==> src/rtl/em4100_pkg.sv <==
// Shared types and constants for the EM4100 transmit path.
package em4100_pkg;

  localparam int unsigned EM4100_FRAME_CYCLES = 120;
  localparam int unsigned EM4100_ID_W         = 40;

  typedef enum logic [1:0] {
    ST_IDLE,
    ST_LOAD,
    ST_SEND,
    ST_GAP
  } sched_state_e;

endpackage

==> src/rtl/rr_pick.sv <==
// Combinational round-robin picker: first valid slot after last_i, wrapping.
module rr_pick #(
  parameter int unsigned SLOTS = 4
) (
  input  logic [SLOTS-1:0]         valid_i,
  input  logic [$clog2(SLOTS)-1:0] last_i,
  output logic [$clog2(SLOTS)-1:0] sel_o,
  output logic                     any_o
);

  localparam int unsigned IDX_W = $clog2(SLOTS);

  logic [IDX_W-1:0] idx;
  logic             found;

  // SLOTS is a power of two, so truncating last_i+k to IDX_W bits is the modulo.
  always_comb begin
    sel_o = '0;
    any_o = |valid_i;
    found = 1'b0;
    idx   = '0;
    for (int unsigned k = 1; k <= SLOTS; k++) begin
      idx = last_i + IDX_W'(k);
      if (!found && valid_i[idx]) begin
        sel_o = idx;
        found = 1'b1;
      end
    end
  end

endmodule

==> src/rtl/em4100_scheduler.sv <==
// Round-robin transmit scheduler: sends each valid table ID for a set number
// of complete frames, with an idle gap between slots.
module em4100_scheduler
  import em4100_pkg::*;
#(
  parameter int unsigned SLOTS        = 4,
  parameter int unsigned FRAME_CYCLES = EM4100_FRAME_CYCLES,
  parameter int unsigned REPEAT_W     = 8,
  parameter int unsigned GAP_W        = 8
) (
  input  logic                     clk,
  input  logic                     rst_n,
  input  logic                     enable,
  input  logic                     wr_en,
  input  logic [$clog2(SLOTS)-1:0] wr_slot,
  input  logic [EM4100_ID_W-1:0]   wr_id,
  input  logic                     wr_valid,
  input  logic [REPEAT_W-1:0]      repeat_cnt,
  input  logic [GAP_W-1:0]         gap_cnt,
  output logic                     tx_out,
  output logic [EM4100_ID_W-1:0]   data_out,
  output logic [$clog2(SLOTS)-1:0] cur_slot,
  output logic                     busy,
  output logic                     frame_done
);

  localparam int unsigned IDX_W  = $clog2(SLOTS);
  localparam int unsigned FCNT_W = $clog2(FRAME_CYCLES);

  sched_state_e state_q, state_d;

  logic [SLOTS-1:0]       valid_q;
  logic [EM4100_ID_W-1:0] id_q [SLOTS];
  logic [EM4100_ID_W-1:0] data_q;
  logic [IDX_W-1:0]       cur_q, last_q;
  logic [REPEAT_W-1:0]    rep_q, sent_q, rep_eff;
  logic [FCNT_W-1:0]      fcnt_q;
  logic [GAP_W-1:0]       gap_q;

  logic [IDX_W-1:0] sel;
  logic             any;
  logic             start_ok, frame_end, last_frame, do_load, gap_load;

  rr_pick #(.SLOTS(SLOTS)) u_pick (
    .valid_i (valid_q),
    .last_i  (last_q),
    .sel_o   (sel),
    .any_o   (any)
  );

  always_comb begin
    state_d    = state_q;
    do_load    = 1'b0;
    gap_load   = 1'b0;
    start_ok   = enable && any;
    rep_eff    = (rep_q == '0) ? REPEAT_W'(1) : rep_q;
    frame_end  = (state_q == ST_SEND) && (fcnt_q == FCNT_W'(FRAME_CYCLES - 1));
    last_frame = ((sent_q + REPEAT_W'(1)) == rep_eff) || !enable;
    case (state_q)
      ST_IDLE: begin
        if (start_ok) begin
          state_d = ST_LOAD;
          do_load = 1'b1;
        end
      end
      ST_LOAD: state_d = ST_SEND;
      ST_SEND: begin
        // A zero gap skips GAP entirely, so the exit decision is made here.
        if (frame_end && last_frame) begin
          if (gap_cnt != '0) begin
            state_d  = ST_GAP;
            gap_load = 1'b1;
          end else if (start_ok) begin
            state_d = ST_LOAD;
            do_load = 1'b1;
          end else begin
            state_d = ST_IDLE;
          end
        end
      end
      ST_GAP: begin
        if (gap_q == GAP_W'(1)) begin
          if (start_ok) begin
            state_d = ST_LOAD;
            do_load = 1'b1;
          end else begin
            state_d = ST_IDLE;
          end
        end
      end
      default: state_d = ST_IDLE;
    endcase
  end

  always_ff @(posedge clk) begin
    if (!rst_n) begin
      state_q <= ST_IDLE;
      valid_q <= '0;
      for (int unsigned k = 0; k < SLOTS; k++) id_q[k] <= '0;
      data_q  <= '0;
      cur_q   <= '0;
      last_q  <= IDX_W'(SLOTS - 1);
      rep_q   <= '0;
      sent_q  <= '0;
      fcnt_q  <= '0;
      gap_q   <= '0;
    end else begin
      state_q <= state_d;
      if (wr_en) begin
        valid_q[wr_slot] <= wr_valid;
        id_q[wr_slot]    <= wr_id;
      end
      if (do_load) begin
        data_q <= id_q[sel];
        cur_q  <= sel;
        last_q <= sel;
        rep_q  <= repeat_cnt;
      end
      if (state_q == ST_LOAD) begin
        fcnt_q <= '0;
        sent_q <= '0;
      end else if (state_q == ST_SEND) begin
        if (frame_end) begin
          fcnt_q <= '0;
          sent_q <= sent_q + REPEAT_W'(1);
        end else begin
          fcnt_q <= fcnt_q + FCNT_W'(1);
        end
      end
      if (gap_load) gap_q <= gap_cnt;
      else if (state_q == ST_GAP) gap_q <= gap_q - GAP_W'(1);
    end
  end

  assign tx_out     = (state_q == ST_SEND);
  assign busy       = (state_q != ST_IDLE);
  assign frame_done = frame_end;
  assign data_out   = data_q;
  assign cur_slot   = cur_q;

endmodule

==> config.mk <==
export PLATFORM = sky130hd
export DESIGN_NAME = em4100_scheduler
export DESIGN_NICKNAME = d
export VERILOG_FILES = /design/src/rtl/em4100_pkg.sv /design/src/rtl/rr_pick.sv /design/src/rtl/em4100_scheduler.sv
export SDC_FILE = /design/constraint.sdc
export NUM_CORES = 1
export LEC_CHECK = 0
export CORE_MARGIN = 4
export CORE_UTILIZATION = 52
export DETAILED_ROUTE_END_ITERATION = 12
export PLACE_DENSITY = 0.84
export SLEW_MARGIN = 5
export SYNTH_ARGS = -nofsm -noshare
export SYNTH_HDL_FRONTEND = slang
export SYNTH_SLANG_ARGS = --single-unit
==> constraint.sdc <==
create_clock -name clk -period 2.15 [get_ports clk]
set_input_delay 0.43 -clock clk [delete_from_list [all_inputs] [get_ports clk]]
set_output_delay 0.43 -clock clk [all_outputs]
set_load 0.02 [all_outputs]
======== After elaboration in Yosys (flattened, before gate mapping) ========
Memory sizes are Yosys's and may differ from the RTL's. A register that Yosys moved wholly into a read port is not among the register bits.
Cells that the tools add are included.
word-level totals
  bits in registers ....................... 41
  bits in latches ......................... 0
  bits in writable memories ............... 160
  memory bits (read-only) ................. 0
  memories kept ........................... 1
operators by class
  $add $sub $neg .......................... 6
  multipliers ............................. 0
  div/mod/pow operators ................... 0
  magnitude comparators ................... 6
  equality and inequality tests ........... 9
  shift operators ......................... 0
  multiplexer cells ....................... 43
  bitwise operators ....................... 1
  reductions and logical operators ........ 23
memory list
  name  depth  width  read ports  clocked after Yosys merged registers in  wr ports  RTL line                RTL
  id_q  4      40     1           1                                        4         em4100_scheduler.sv:33  logic [EM4100_ID_W-1:0] id_q [SLOTS];
operators by type and width
  cell                 number
  $mux 40              1
  $reduce_or 40->1     1
  $mux 8               3
  $mux 1               21
  $mux 2               9
  $lt 2x3->1 const B   5
  $add 8x1->8 const B  1
  $bmux 1 s2           4
  $eq 8x1->1 const B   1
  $eq 8x8->1           1
  $logic_not 8->1      1
  $pmux 2 s4           1
  $reduce_bool 8->1    1
  $sub 8x1->8 const B  1
  $add 7x1->7 const B  1
  $eq 7x7->1 const B   1
  $logic_and 1x1->1    7
  $mux 7               1
  $logic_not 1->1      5
  $add 2x2->2 const B  2
  $bwmux 4             1
  $eq 2x2->1 const B   2
  $ne 2x2->1 const B   2
  $reduce_bool 2->1    2
  other kinds (13)     13

======== Depth between registers and ports, before layout ========
  depth in word-level cells ............... 13
  gate-level depth with buffers ........... 10

======== Modules after synthesis ========
Synthesis repeated with hierarchy kept, for this count alone.
second synthesis, totals
  cells, all modules ...................... 894
  area total of the unflattened synthesis .. 10392.5 um2
modules (own cells, without submodules)
  module            instances  cells an instance  area each (um2)
  em4100_scheduler  1          880                10311.1
  rr_pick           1          14                 81.3

======== Worst setup path after synthesis ========
Ideal clock, no wire load.
  path type ............................... input-to-reg
  start point ............................. input rst_n
  end point ............................... memory id_q[1][0] (enable)
  setup time .............................. 0.532 ns
  arrival time ............................ 1.687 ns
  slack ................................... -0.069 ns
  cell stages on the path ................. 3
  buffers on the path ..................... 2
  cell sequence ........................... clkbuf_1 > clkbuf_1 > nand2_1
RTL lines
  element      RTL line                RTL
  from (decl)  em4100_scheduler.sv:12  input logic rst_n,
  to (decl)    em4100_scheduler.sv:33

======== Worst setup path after layout ========
  start point ............................. register rep_q[4]
  end point ............................... register last_q[0]
between the ends
  word-level cells in the longest chain between the ends .. 7
ends and longest elaborated chain
  element                 RTL line                 RTL
  from (decl)             em4100_scheduler.sv:36   logic [REPEAT_W-1:0] rep_q, sent_q, rep_eff;
  from (signal assigned)  em4100_scheduler.sv:117  rep_q <= repeat_cnt;
  $logic_not 8->1         em4100_scheduler.sv:56   rep_eff = (rep_q == '0) ? REPEAT_W'(1) : rep_q;
  $mux 8 (*)              em4100_scheduler.sv:56
  $eq 8x8->1 (*)          em4100_scheduler.sv:58   last_frame = ((sent_q + REPEAT_W'(1)) == rep_eff) || !enable;
  $logic_or 1x1->1 (*)    em4100_scheduler.sv:58
  $logic_and 1x1->1 (*)   em4100_scheduler.sv:69   if (frame_end && last_frame) begin
  $mux 1 (*)              em4100_scheduler.sv:69
  $pmux 1 s3 (*)          em4100_scheduler.sv:59   case (state_q)
  to (signal assigned)    em4100_scheduler.sv:102  last_q <= IDX_W'(SLOTS - 1);
  to (signal assigned)    em4100_scheduler.sv:116  last_q <= sel;
  to (decl)               em4100_scheduler.sv:35   logic [IDX_W-1:0] cur_q, last_q;
Mark *: on every way between the ends. The rest lies on a longest branch, timed or not.
A chain may end at the register's enable or synchronous reset.

==> metrics <==
Die Area=0.0238 mm²; DRC violations left=0; share of the synthesized area in the top cell type=43.3%; Overflow after GRT=0; first-pass GRT wire length=46100 µm; worst path bufs/invs=2; Critical Path End Type=flip-flop; MaxCap Viol Count=0; DRT iter0 DRCs=790; failing checks=setup timing; clock sink count=241; worst hold path depth=2; status=complete, but fails checks; final setup vio count=60; Synth area leader=edfxtp_1; yosys warns=0; DR WL/cell=19.0 µm; core box area=0.0210 mm²; share of cells above drive strength 1=11.8%; Mapped Area=0.0111 mm²; vias per cell=5.90; post-synth net total=1204; clk_lat worst skew=0.53 ns; Post-synth EDFFs=160; Synth Instances=1137; via count=9099; largest net degree at the start of global routing=81; power per cell area=805 mW/mm²; die height=154 µm; CP Class=flip-flop to flip-flop; setup TNS=-7.08 ns; clock buffer depth=3; CP max stage cell=or4_4; CTS tree=built; Yosys reg bits=241; leakage power=5.44 nW; CP Max Fanout=5; Final min period=2.38 ns; initial antenna violation count=0; Syn Area/Cell=9.77 µm²; Tcrit/Tclk final=111%; Hold Path End=state_q[1]$_SDFFE_PN0P_; reg2reg end=last_q[0]$_SDFFE_PN1P_; RSZ-0062 raised after global routing=yes; ys flop type=edfxtp_1; antenna cells=0; CTS Buf Count=25; slack of the critical path=-0.231 ns; R2R depth=8; CTS Root Cell=clkbuf_16; Post-synth ARST share=0%; sequential share of the synthesized area=57.9%; worst path cell trace=or4_4 -> nor4_4 -> mux2i_1 -> and3_4 -> a31oi_4 -> buf_12 -> buf_6 -> mux2_4; first-pass iteration count of the detailed router=8; critical path's largest stage delay=0.54 ns; clock skew=0.0158 ns; die width=154 µm; RD Place Congestion=0.880; hold_sp=rst_n; r2r setup slk=-0.23 ns; H-Tree Depth=1; Worst R2R Start=rep_q[4]$_SDFFE_PN0P_; final hold viol count=0; top post-synthesis cells by area=edfxtp_1 43%, dfxtp_1 15%, nand3_1 9.6%; startpoint types=flip-flop; Slew Limit Headroom=43.5%; Clk pin slew, worst setup/hold paths=0.06 ns; vias in the first global route=9014; Crit path arrival time=2.79 ns; row cnt=53; peak supply drop=0.000542 V; Area Growth Syn to Fin=24.2%; count of cell types in the netlist=56; Worst EP required=2.56 ns; fin. max-slew vios=0; HPWL Detailed=16800 µm; max frequency=420 MHz; number of I/O pins=108; gr usage total=23.8%; NumNets Final=1316; delay-heaviest family, CP=simple AND/OR/NAND/NOR gates; antenna viol nets, final=0; total power=11.1 mW; Final Util=65.6%; HP Class=input port to flip-flop; wirelength, routed=29300 µm; initial cell density of the core=52.8%; number of port buffers=107; hold buffers post-CTS=0; Slew @ Worst Pin=0.846 ns
[worst max path at each step]
| stage | startpoint | to | slack [ns] | depth (start not counted) |
|---|---|---|---|---|
| finish | rep_q[4]$_SDFFE_PN0P_ | last_q[0]$_SDFFE_PN1P_ | -0.23 | 8 |
| global route | rep_q[4]$_SDFFE_PN0P_ | data_out[32]$_SDFFE_PN0P_ | -0.28 | 9 |
| CTS | rep_q[4]$_SDFFE_PN0P_ | data_out[8]$_SDFFE_PN0P_ | -0.15 | 7 |
| detailed placement | rep_q[4]$_SDFFE_PN0P_ | data_out[24]$_SDFFE_PN0P_ | -0.21 | 7 |
| global placement | rep_q[4]$_SDFFE_PN0P_ | data_out[21]$_SDFFE_PN0P_ | -0.16 | 7 |
| floorplan | rst_n | id_q[1][0]$_SDFFCE_PN0P_ | -0.07 | 3 |
[state kept, by name, indices dropped and copies added (netlist names)]
signal    cells
cur_slot      2
data_out     40
fcnt_q        7
gap_q         8
id_q        160
last_q        2
rep_q         8
sent_q        8
state_q       2
valid_q       4
[cell families (layout without fill, tap and decap cells)]
| group | after synthesis | count (layout) | synth area share [%] |
|---|---|---|---|
| simple gates | 547 | 547 | 22.2 |
| buf+inv | 134 | 264 | 5.37 |
| compound gates | 124 | 124 | 6.52 |
| mux | 62 | 62 | 5.61 |
| xor+xnor | 25 | 25 | 1.97 |
| flops | 241 | 241 | 57.9 |
| fa+ha+maj | 4 | 4 | 0.451 |
[per-stage QoR]
stage	std cells	setup slack (ns)	hold WS [ns]	cell area, µm²
2_1_floorplan	1137	-0.0690	0.451	11100
3_3_place_gp	1489	-0.157	0.444	12800
3_5_place_dp	1489	-0.209	0.451	12800
4_1_cts	1541	-0.150	0.314	13800
5_1_grt	1542	-0.284	0.326	13800
6_report	1542	-0.231	0.330	13800
[layout make-up]
cell class                      instances  area, µm²
Clock buffer                           27        633
Multi-Input combinational cell        762       4200
Clock inverter                         18        170
Fill cell                            1502       7230
Timing Repair Buffer                  175       1860
Sequential cell                       241       6430
Inverter                               44        165
Tap cell                              275        344
[synthesized netlist by cell type (all sizes together), types with 2 or more instances]
cell type    n
nor3         9
inv         44
clkbuf      65
a21boi       5
mux2         2
xor2        13
mux2i       60
nor4         4
or2          3
o22ai        2
xnor2       12
buf         25
o21ai       87
o211ai       2
nor3b        2
a221o        2
nor2       146
or3          3
nor2b        6
nand3      214
o311a        2
nand4        6
nand2      136
a21oi        9
and3         3
dfxtp       81
edfxtp     160
nand3b       2
ha           4
nand2b       9
[power by group]
group          internal, mW  total, mW  switching, mW
sequential             5.25       5.36          0.114
clock                  2.40       4.24           1.84
combinational         0.631       1.51          0.874
[routing by layer]
layer	up-vias	part of all wire [%]	track usage, %	wire length [µm]
li1	4183	-	-	-
met1	4347	37	30.5	11000
met2	489	50	41.0	14800
met3	80	9.3	3.18	2720
met4	0	3.0	9.17	878
met5	-	0	0	0
[repair_timing]
action,4_1_cts,5_1_grt
setup endpoints to repair,63,64
pin swaps,5,5
buffers inserted,7,3
gates cloned,1,1
gates resized for setup,27,12
[placed cells by master (no fill, tap or decap), types with 6 or more instances in the layout]
cell             synthesis  routed
mux2i_1                 60      60
dfxtp_1                 81      77
nand2b_1                 9       7
edfxtp_1               160     160
nor2_1                 146     146
inv_1                   44      44
clkdlybuf4s50_1          0     103
nor2b_1                  6       6
nor3_1                   8       6
a21oi_1                  9       9
xnor2_1                 12      11
buf_4                    0      45
nand3_1                214     213
o21ai_0                 87      87
nand2_1                136     132
nand4_1                  6       6
xor2_1                  13      13
clkbuf_16                0      26
buf_12                   5      18
Note: power is estimated with default switching activity, not from simulation.
==> RTL change, RTL diff (same settings) <==
Re-encode `sched_state_e` (4 states) as one-hot, 4 bits wide.
--- a/src/rtl/em4100_pkg.sv
+++ b/src/rtl/em4100_pkg.sv
@@ -4,11 +4,11 @@
   localparam int unsigned EM4100_FRAME_CYCLES = 120;
   localparam int unsigned EM4100_ID_W         = 40;
 
-  typedef enum logic [1:0] {
-    ST_IDLE,
-    ST_LOAD,
-    ST_SEND,
-    ST_GAP
+  typedef enum logic [3:0] {
+    ST_IDLE = 4'b0001,
+    ST_LOAD = 4'b0010,
+    ST_SEND = 4'b0100,
+    ST_GAP  = 4'b1000
   } sched_state_e;
 
 endpackage
Formal check against the unedited RTL: same outputs for any inputs over 4 cycles, from zero or initial values and one cycle with rst_n low; so few cycles prove little.
==> RTL change against the original RTL <==
The flow still finishes with violations (negative setup slack); setup slack improved by 0.028 ns; power increased by 0.52%; via count fell by 12%; cell area grew 1.5%; area after synthesis shrank 1.3%; routed wire length shrank 11%; fmax rose by 1.2%; die area fell by 1.3%; sequential power barely moved; sequential cell count up 2; final cell count shrank 6.8%; sequential share of layout area down 0.34 points; utilization is 2.7 points higher; count of clock-buffer cells in the layout is 8 higher; critical path type unchanged.
==> RTL change: results <==
[power]
p_seq_share_pct = 48.2
seq-power_mw = 5.38
clkPwrFrac_pct = 40.8
p_leak_nw = 5.55
p_int_mw = 8.58

[setup_path]
critPathArrivalTime_ns = 2.77
crit-reg2reg-launch = "sent_q[1]$_SDFFE_PP0P_"
reg2reg_to = "data_out[0]$_SDFFE_PN0P_"
slowest_stage = "dfxtp_4"
crit_family = "buffers and inverters"
slowest_delay_ns = 0.36
worstRegToRegCells = 11

[drt]
via_count = 7975
drt_pass1_iterations = 5
wl_met3_um = 1780
dr_wl_met2_um = 13100

[sta]
fin_tns_setup_ns = -5.99
hold_ws_ns = 0.399
finalSetupViolations = 65
timing.slew.headroom_pct = 66.7
setup_ws_ns = -0.204

[cts]
cts_buffers = 26
post_cts_resize_count = 38

[place]
place_hpwl_um = 15800
placedInstanceArea_um2 = 12800
dp.cells = 1376
gp_congestion = 0.823

[grt]
use_met2_pct = 37.4

[synth]
ys_seq_area_share_pct = 59.0
synthAdderAreaFrac_pct = 0.457
synth.area.mux_share_pct = 13.6
syn_nets = 1064
synth_cells = 997
synth_common_cells = "nand2_1 (174), edfxtp_1 (160), nor2_1 (148), mux2i_1 (104), dfxtp_1 (83)"

[worst_hold_path]
holdPathEnd = "valid_q[0]$_SDFFE_PN0P_"
hold_path_depth = 4

[layout]
layout.nets = 1214

[status]
violations = "negative setup slack"
status = "finished with violations"
## RTL change: cell types whose count changed in the layout (fill, tap and decap cells not counted), moves of 4 or more
cell      before  now
o21ai_0       87    5
nand3_1      213    5
o211ai_1       2   44
buf_4         45   58
mux2_2         1   40
nand2_1      132  167
clkbuf_8       0    4
mux2i_1       60  102
## RTL change: worst reg2reg max path: cells and delay by family (launching register included)
family / cells / cell delay (ns)
compound gates: 2 / 0.31
xor+xnor: 2 / 0.35
fa+ha+maj: 1 / 0.21
buf+inv: 4 / 0.58
flops: 1 / 0.36
mux: 1 / 0.16
simple gates: 1 / 0.29
## RTL change: area by class of cell
| class | instances | area (µm²) |
|---|---|---|
| fill | 1435 | 6490 |
| timing repair buffer | 186 | 1930 |
| clock inverter | 13 | 168 |
| clock buffer | 35 | 724 |
| inverter | 48 | 180 |
| tap | 270 | 338 |
| multi-input combinational | 642 | 4180 |
| sequential | 243 | 6480 |
